## src/rtl/fsm_serial_rx_pkg.sv

```systemverilog
// Shared types and helpers for the parametrised serial frame receiver.
package fsm_serial_rx_pkg;

  typedef enum logic [2:0] {
    IDLE   = 3'd0,
    DATA   = 3'd1,
    PARITY = 3'd2,
    STOP   = 3'd3,
    DONE   = 3'd4,
    ERR    = 3'd5
  } state_t;

  localparam logic LINE_IDLE  = 1'b1;
  localparam logic LINE_START = 1'b0;

  // Widest data word the receiver supports; narrower words are zero-extended.
  localparam int PAR_MAX_W = 16;

  function automatic logic parity_of(input logic [PAR_MAX_W-1:0] d);
    return ^d;
  endfunction

endpackage

```

## src/rtl/serial_shift_capture.sv

```systemverilog
// LSB-first shift register plus a hold register loaded on a good frame.
// Parity build (FSM_SERIAL_RX_PARITY_EN) also exports the XOR of the shifted word.
module serial_shift_capture
  import fsm_serial_rx_pkg::*;
#(
  parameter int DATA_W = 8
) (
  input  logic              clk,
  input  logic              reset,
  input  logic              shift_en,
  input  logic              bit_in,
  input  logic              load,
  output logic [DATA_W-1:0] hold_dat
`ifdef FSM_SERIAL_RX_PARITY_EN
  , output logic            data_xor
`endif
);

  logic [DATA_W-1:0] shift_q, shift_d;
  logic [DATA_W-1:0] hold_q, hold_d;

  always_comb begin
    shift_d = shift_q;
    hold_d  = hold_q;
    // New bits enter at the top so the first bit received ends up in bit 0.
    if (shift_en) begin
      shift_d = {bit_in, shift_q[DATA_W-1:1]};
    end
    if (load) begin
      hold_d = shift_q;
    end
  end

  always_ff @(posedge clk) begin
    if (reset) begin
      shift_q <= '0;
      hold_q  <= '0;
    end else begin
      shift_q <= shift_d;
      hold_q  <= hold_d;
    end
  end

  assign hold_dat = hold_q;

`ifdef FSM_SERIAL_RX_PARITY_EN
  assign data_xor = parity_of(PAR_MAX_W'(shift_q));
`endif

endmodule

```

## src/rtl/fsm_serial_rx_param.sv

```systemverilog
// Bit-serial frame receiver: start, DATA_W data bits LSB first, optional parity
// (FSM_SERIAL_RX_PARITY_EN), STOP_BITS stop bits; done pulses the cycle after the last stop bit.
module fsm_serial_rx_param
  import fsm_serial_rx_pkg::*;
#(
  parameter int DATA_W     = 8,
  parameter int STOP_BITS  = 1,
  parameter int PARITY_ODD = 0
) (
  input  logic              clk,
  input  logic              reset,
  input  logic              in,
  output logic [DATA_W-1:0] out_byte,
  output logic              done,
  output logic              err_frame,
  output logic              err_parity,
  output logic              busy
);

  if (DATA_W < 5 || DATA_W > PAR_MAX_W || (STOP_BITS != 1 && STOP_BITS != 2) ||
      (PARITY_ODD != 0 && PARITY_ODD != 1)) begin : g_bad_param
    $error("fsm_serial_rx_param: illegal parameter combination");
  end

  localparam int              CNT_W     = $clog2(DATA_W + 1);
  localparam logic [CNT_W-1:0] LAST_BIT  = CNT_W'(DATA_W - 1);
  localparam logic             LAST_STOP = (STOP_BITS == 2);

  state_t             state_q, state_d;
  logic [CNT_W-1:0]   bit_cnt_q, bit_cnt_d;
  logic               stop_cnt_q, stop_cnt_d;
  logic               done_q, done_d;
  logic               err_frame_q, err_frame_d;
  logic               busy_q, busy_d;
  logic               shift_en;
  logic               load;

`ifdef FSM_SERIAL_RX_PARITY_EN
  localparam logic ODD_SENSE = (PARITY_ODD != 0);
  logic par_bad_q, par_bad_d;
  logic err_parity_q, err_parity_d;
  logic data_xor;
`endif

  serial_shift_capture #(
    .DATA_W   (DATA_W)
  ) u_capture (
    .clk      (clk),
    .reset    (reset),
    .shift_en (shift_en),
    .bit_in   (in),
    .load     (load),
    .hold_dat (out_byte)
`ifdef FSM_SERIAL_RX_PARITY_EN
    , .data_xor (data_xor)
`endif
  );

  always_comb begin
    state_d     = state_q;
    bit_cnt_d   = bit_cnt_q;
    stop_cnt_d  = stop_cnt_q;
    done_d      = 1'b0;
    err_frame_d = 1'b0;
    shift_en    = 1'b0;
    load        = 1'b0;
`ifdef FSM_SERIAL_RX_PARITY_EN
    par_bad_d    = par_bad_q;
    err_parity_d = 1'b0;
`endif

    case (state_q)
      IDLE: begin
        if (in == LINE_START) begin
          state_d   = DATA;
          bit_cnt_d = '0;
        end
      end
      DATA: begin
        shift_en  = 1'b1;
        bit_cnt_d = bit_cnt_q + 1'b1;
        if (bit_cnt_q == LAST_BIT) begin
          stop_cnt_d = 1'b0;
`ifdef FSM_SERIAL_RX_PARITY_EN
          state_d = PARITY;
`else
          state_d = STOP;
`endif
        end
      end
`ifdef FSM_SERIAL_RX_PARITY_EN
      PARITY: begin
        par_bad_d = data_xor ^ in ^ ODD_SENSE;
        state_d   = STOP;
      end
`endif
      STOP: begin
        // A low stop bit always wins over a parity complaint.
        if (in != LINE_IDLE) begin
          state_d     = ERR;
          err_frame_d = 1'b1;
        end else if (stop_cnt_q != LAST_STOP) begin
          stop_cnt_d = 1'b1;
`ifdef FSM_SERIAL_RX_PARITY_EN
        end else if (par_bad_q) begin
          state_d      = IDLE;
          err_parity_d = 1'b1;
`endif
        end else begin
          state_d = DONE;
          load    = 1'b1;
          done_d  = 1'b1;
        end
      end
      DONE: begin
        if (in == LINE_START) begin
          state_d   = DATA;
          bit_cnt_d = '0;
        end else begin
          state_d = IDLE;
        end
      end
      ERR: begin
        if (in == LINE_IDLE) begin
          state_d = IDLE;
        end
      end
      default: state_d = IDLE;
    endcase

    busy_d = (state_d == DATA) || (state_d == PARITY) || (state_d == STOP);
  end

  always_ff @(posedge clk) begin
    if (reset) begin
      state_q     <= IDLE;
      bit_cnt_q   <= '0;
      stop_cnt_q  <= 1'b0;
      done_q      <= 1'b0;
      err_frame_q <= 1'b0;
      busy_q      <= 1'b0;
`ifdef FSM_SERIAL_RX_PARITY_EN
      par_bad_q    <= 1'b0;
      err_parity_q <= 1'b0;
`endif
    end else begin
      state_q     <= state_d;
      bit_cnt_q   <= bit_cnt_d;
      stop_cnt_q  <= stop_cnt_d;
      done_q      <= done_d;
      err_frame_q <= err_frame_d;
      busy_q      <= busy_d;
`ifdef FSM_SERIAL_RX_PARITY_EN
      par_bad_q    <= par_bad_d;
      err_parity_q <= err_parity_d;
`endif
    end
  end

  assign done      = done_q;
  assign err_frame = err_frame_q;
  assign busy      = busy_q;

`ifdef FSM_SERIAL_RX_PARITY_EN
  assign err_parity = err_parity_q;
`else
  assign err_parity = 1'b0;
`endif

endmodule

```

## config.mk

```make
export PLATFORM = sky130hd
export DESIGN_NAME = fsm_serial_rx_param
export DESIGN_NICKNAME = d
export VERILOG_FILES = /design/src/rtl/fsm_serial_rx_pkg.sv /design/src/rtl/serial_shift_capture.sv /design/src/rtl/fsm_serial_rx_param.sv
export SDC_FILE = /design/constraint.sdc
export NUM_CORES = 1
export LEC_CHECK = 0
export CAP_MARGIN = 20
export CORE_MARGIN = 2
export CORE_UTILIZATION = 51
export CTS_BUF_LIST = sky130_fd_sc_hd__clkbuf_8 sky130_fd_sc_hd__clkbuf_16
export DETAILED_ROUTE_END_ITERATION = 8
export GPL_ROUTABILITY_DRIVEN = 0
export GPL_TIMING_DRIVEN = 0
export HOLD_SLACK_MARGIN = 0.1
export PLACE_DENSITY = 0.76
export RECOVER_POWER = 50
export SYNTH_ARGS = -nofsm -noshare
export SYNTH_HDL_FRONTEND = slang
export SYNTH_SLANG_ARGS = --single-unit
```

## constraint.sdc

```tcl
create_clock -name clk -period 1.4 [get_ports clk]
set_input_delay 0.14 -clock clk [delete_from_list [all_inputs] [get_ports clk]]
set_output_delay 0.14 -clock clk [all_outputs]
set_load 0.03 [all_outputs]
```

# --- Word-level counts from Yosys, hierarchy flattened ---
# Index checks and enable logic that the tools add are counted.
totals:
  elab_cells: 48
  memories: 0
  register_bits: 27
  ramBits: 0
  romBits: 0
  latchBits: 0
classes:
  eq_ne: 11
  add_sub_neg: 1
  muxes: 18
  n_reduce_logical: 9
  n_shift: 0
  div: 0
  order_cmp: 0
  multipliers: 0
  n_bitwise: 1
op_table:
  columns: ["op", "count"]
  rows:
  - ["$mux W3", 5]
  - ["$pmux W3 S5", 1]
  - ["$eq A3 B2 Y1 const B", 3]
  - ["$mux W1", 9]
  - ["$pmux W4 S2", 1]
  - ["$eq A3 B1 Y1 const B", 2]
  - ["$eq A3 B3 Y1 const B", 2]
  - ["$ne A2 B2 Y1 const B", 3]
  - ["$add A4 B1 Y4 const B", 1]
  - ["$eq A4 B3 Y1 const B", 1]
  - ["$mux W4", 1]
  - ["$reduce_bool A2 Y1", 2]
  - ["$reduce_or A2 Y1", 2]
  - ["$logic_not A3 Y1", 1]
  - ["$reduce_and A3 Y1", 1]
  - ["$logic_or A1 B1 Y1", 2]
  - ["$pmux W1 S2", 1]
  - ["$reduce_and A2 Y1", 1]
  - ["$not A1 Y1", 1]

# --- Depth between registers and ports, before layout ---
logic_depth:
  ltp_word: 6
  depth_mapped: 5

# --- Modules after synthesis ---
# A second synthesis with hierarchy kept.
hier_totals:
  hier_cells: 103
  hier_area_um2: 1044.8
modules_own_cells:
  columns: ["mod", "cells_each", "instances", "seq_area_each_um2", "area_per_inst_um2"]
  rows:
  - ["serial_shift_capture", 52, 1, 320.3, 579.3]
  - ["fsm_serial_rx_param", 51, 1, 200.2, 465.4]

# --- Worst setup path after synthesis ---
# OpenSTA, ideal clock, no wires.
synth_timing:
  path_kind: "register -> register"
  from: "reg state_q[0]"
  to: "reg u_capture.shift_q[0]"
  t_required_ns: 1.272
  setup_time_ns: 0.128
  arrival_ns: 1.092
  stages_incl_launch_ff: 6
  n_path_buf: 2
  slack_ns: 0.181
  period_less_slack_ns: 1.219
  path_cell_list: "dfxtp_1 buf_4 nor3b_1 buf_4 mux2i_1 nor2_1"
synth_via:
  elab_chain_len: 2
synth_lines:
  columns: ["item", "line_no", "text"]
  rows:
  - ["start, declared", "fsm_serial_rx_param.sv:29", "state_t state_q, state_d;"]
  - ["start signal, assigned", "fsm_serial_rx_param.sv:147", "state_q <= state_d;"]
  - ["$eq A3 B1 Y1", "fsm_serial_rx_param.sv:72", "case (state_q)"]
  - ["$mux W1", "fsm_serial_rx_param.sv:72", null]
  - ["end signal, assigned", "serial_shift_capture.sv:39", "shift_q <= shift_d;"]
  - ["end, declared", "serial_shift_capture.sv:19", "logic [DATA_W-1:0] shift_q, shift_d;"]
# No other way between the ends.
# A chain may end at the register's enable or synchronous reset.

# --- Worst setup path after layout ---
layout_timing:
  from: "reg state_q[0]"
  to: "reg u_capture.shift_q[2]"
# Same word-level chain as after synthesis.

==> out/metrics.yaml <==
layout_commonest_cell: "dfxtp_1"
switching_share: 0.2010
crit_type: "reg -> reg"
reg2reg_from: "state_q[0]"
finalSetupTns_ns: 0
hpwl_mm: 1.343
synth-seq-cells: 26
fin_crit_ns: 1.295
dieArea_mm2: 0.002410
place_ws_ns: 0.003595
p_switching_mw: 0.2965
drive_above_1_share: 0.1278
clock_sinks: 26
synth_area_mm2: 0.001037
area_growth_pct: 23.52
cellPowerDensity_mw_per_mm2: 1151
antenna_found_initial: 0
yosysUniqueCellTypes: 26
min_path_type: "in -> reg"
max_stage_delay_ns: 0.35
synthCells: 114
htreeDepth: 1
outcome: "finished, final reports clean"
cts_buffers: 3
viasPerCell: 5.238
regArea_um2: 521.8
pwr-share-clk: 0.419
crit_fanout: 10
r2r_cells: 5
postLayoutCoreUtil: 0.6598
clk-insertion-delay-late_ns: 0.27
core_mm2: 0.001942
clock.fmax_mhz: 772.2
remaining_drc_errors: 0
worstPathArrival_ns: 1.45
finalMaxSlewViolations: 0
reg2reg_to: "u_capture.shift_q[2]"
crit_slowest_cell: "dfxtp_2"
crit_chain: "buf_4 > nor3b_4 > buf_4 > mux2i_1 > nor2_1"
final_cell_mix: "dfxtp_1, nand2_1, a21oi_1"
io_pins: 15
path_clk_slew_ns: 0.09
critPathLaunch: "state_q[0]"
worst_setup_path_end_kind: "register"
die_w_um: 49.10
avgRoutedWirePerCell_um: 12.43
total_leakage_power_nw: 0.5210
syn_nets: 118
setup_viol: 0
crit_end: "u_capture.shift_q[2]"
fin_crit_sh: 0.9250
hold_slack_ns: 0.1713
cts_root_buf: "clkbuf_8"
r2r_slack_ns: 0.11
grt_max_degree: 16
die_h_um: 49.10
ant_nets: 0
vias: 838
fin_nets: 138
overflow: 0
cts_buffer_depth: 2
avgSynthCellArea_um2: 9.099
p_int_mw: 1.179
start_kind: "register"
peakVddDrop_mv: 0.6965
firstDrtPassIters: 4
cts_tree: "yes"
hold_viol: 0
drv_cap: 0
fin_ws_ns: 0.1050
io_buffers: 12
clock_skew_ns: 0.002217
combPwrFrac: 0.067
n_antenna_cell: 0
drtIter0Drc: 7
grtUsageTotal: 0.1856
seqPwrFrac: 0.514
start_util: 0.5341
fillCellCount: 170
grt_pass1_vias: 811
rsz0062_at_grt: "no"
grt_pass1_wl_mm: 3.546
ys_seq_area_frac: 0.5018
cp.required_ns: 1.55
fp-row-count: 16
ys_warn_count: 0
multiInputGateArea_um2: 466.7
drt-total-wl_mm: 1.989
cp_common_cell: "buf_4"
worst max-delay path: cells and delay by family, from the launching register on:
kind / cells / cell delay (ns)
flops: 1 / 0.35
buf+inv: 2 / 0.35
mux: 1 / 0.18
simple gates: 2 / 0.28
cells in the mapped netlist, drive strengths merged:
cell type	number	area, µm²
nor3	3	15.01
a31oi	2	12.51
nor2b	1	6.260
mux2i	8	80.08
conb	1	3.750
nand2b	4	25.02
or3	2	12.51
ha	1	12.51
a21oi	13	65.06
nand2	17	63.81
o21ai	4	20.02
nor2	12	45.04
nor4b	1	8.760
buf	6	50.04
dfxtp	26	520.5
and4b	1	10.01
clkbuf	3	11.26
and4	1	8.760
or2	1	6.260
mux2	1	15.01
nor3b	1	7.510
nand4b	2	17.52
nand3	2	10.01
o21ba	1	10.01
power groups by stage:
| stage | Clock (mW) | Combinational, mW | Sequential (mW) |
|---|---|---|---|
| finish | 0.619 | 0.0989 | 0.757 |
| global route | 0.661 | 0.109 | 0.759 |
| CTS | 0.626 | 0.0921 | 0.757 |
| detailed placement | 0 | 0.0905 | 0.775 |
| global placement | 0 | 0.0883 | 0.774 |
| floorplan | 0 | 0.0662 | 0.777 |
sequential cells by signal, summed over array words and instances (netlist names):
signal,flops
err_frame,1
busy,1
bit_cnt_q,4
done,1
u_capture.shift_q,8
state_q,3
u_capture.hold_dat,8
logic make-up after synthesis:
kind of cell               synth area share
AOI/OAI and AO/OA                    0.1037
DFF                                  0.5018
and+or+nand+nor                      0.2280
other                              0.003615
adders and majority gates           0.01206
muxes                               0.09168
buffers and inverters               0.05910
per-layer routing:
metal | vias up | routed length (µm) | share of wire | global-route usage
li1 | 424 | - | - | -
met1 | 397 | 867 | 0.44 | 0.2264
met2 | 13 | 1038 | 0.52 | 0.3243
met3 | 4 | 53 | 0.027 | 0.02761
met4 | 0 | 29 | 0.015 | 0.07619
met5 | - | 0 | 0 | 0
through the flow:
step	instance area (µm²)	cells	power [mW]
floorplan	1037	114	0.8429
global placement	1191	153	0.8619
detailed placement	1191	153	0.8651
CTS	1269	159	1.475
global route	1281	160	1.529
finish	1281	160	1.475
how the worst min path moves through the flow:
| stage | from | endpoint | slack, ns | depth (start not counted) |
|---|---|---|---|---|
| floorplan | reset | state_q[0] | 0.31 | 1 |
| global placement | in | err_frame | 0.35 | 2 |
| detailed placement | in | err_frame | 0.35 | 2 |
| CTS | in | state_q[2] | 0.18 | 4 |
| global route | in | state_q[2] | 0.18 | 4 |
| finish | in | u_capture.shift_q[7] | 0.17 | 3 |
cell type report:
cell class                      instances  area share
Multi-Input combinational cell         79      0.3643
Tap cell                               27     0.02637
Clock buffer                            3     0.03223
Timing Repair Buffer                   15     0.09473
Buffer                                  9     0.05176
Clock inverter                          1     0.02344
Sequential cell                        26      0.4072
timing repair:
item / in CTS / in global routing
pin swaps: 1 / 0
hold endpoints to repair: 1 / 0
resized for setup: 9 / 12
endpoints found under the setup margin: 14 / 10
hold buffers: 1 / 0
buffers inserted: 1 / 0
cloned: 0 / 1
No activity file was read; power rests on OpenSTA's default activity.
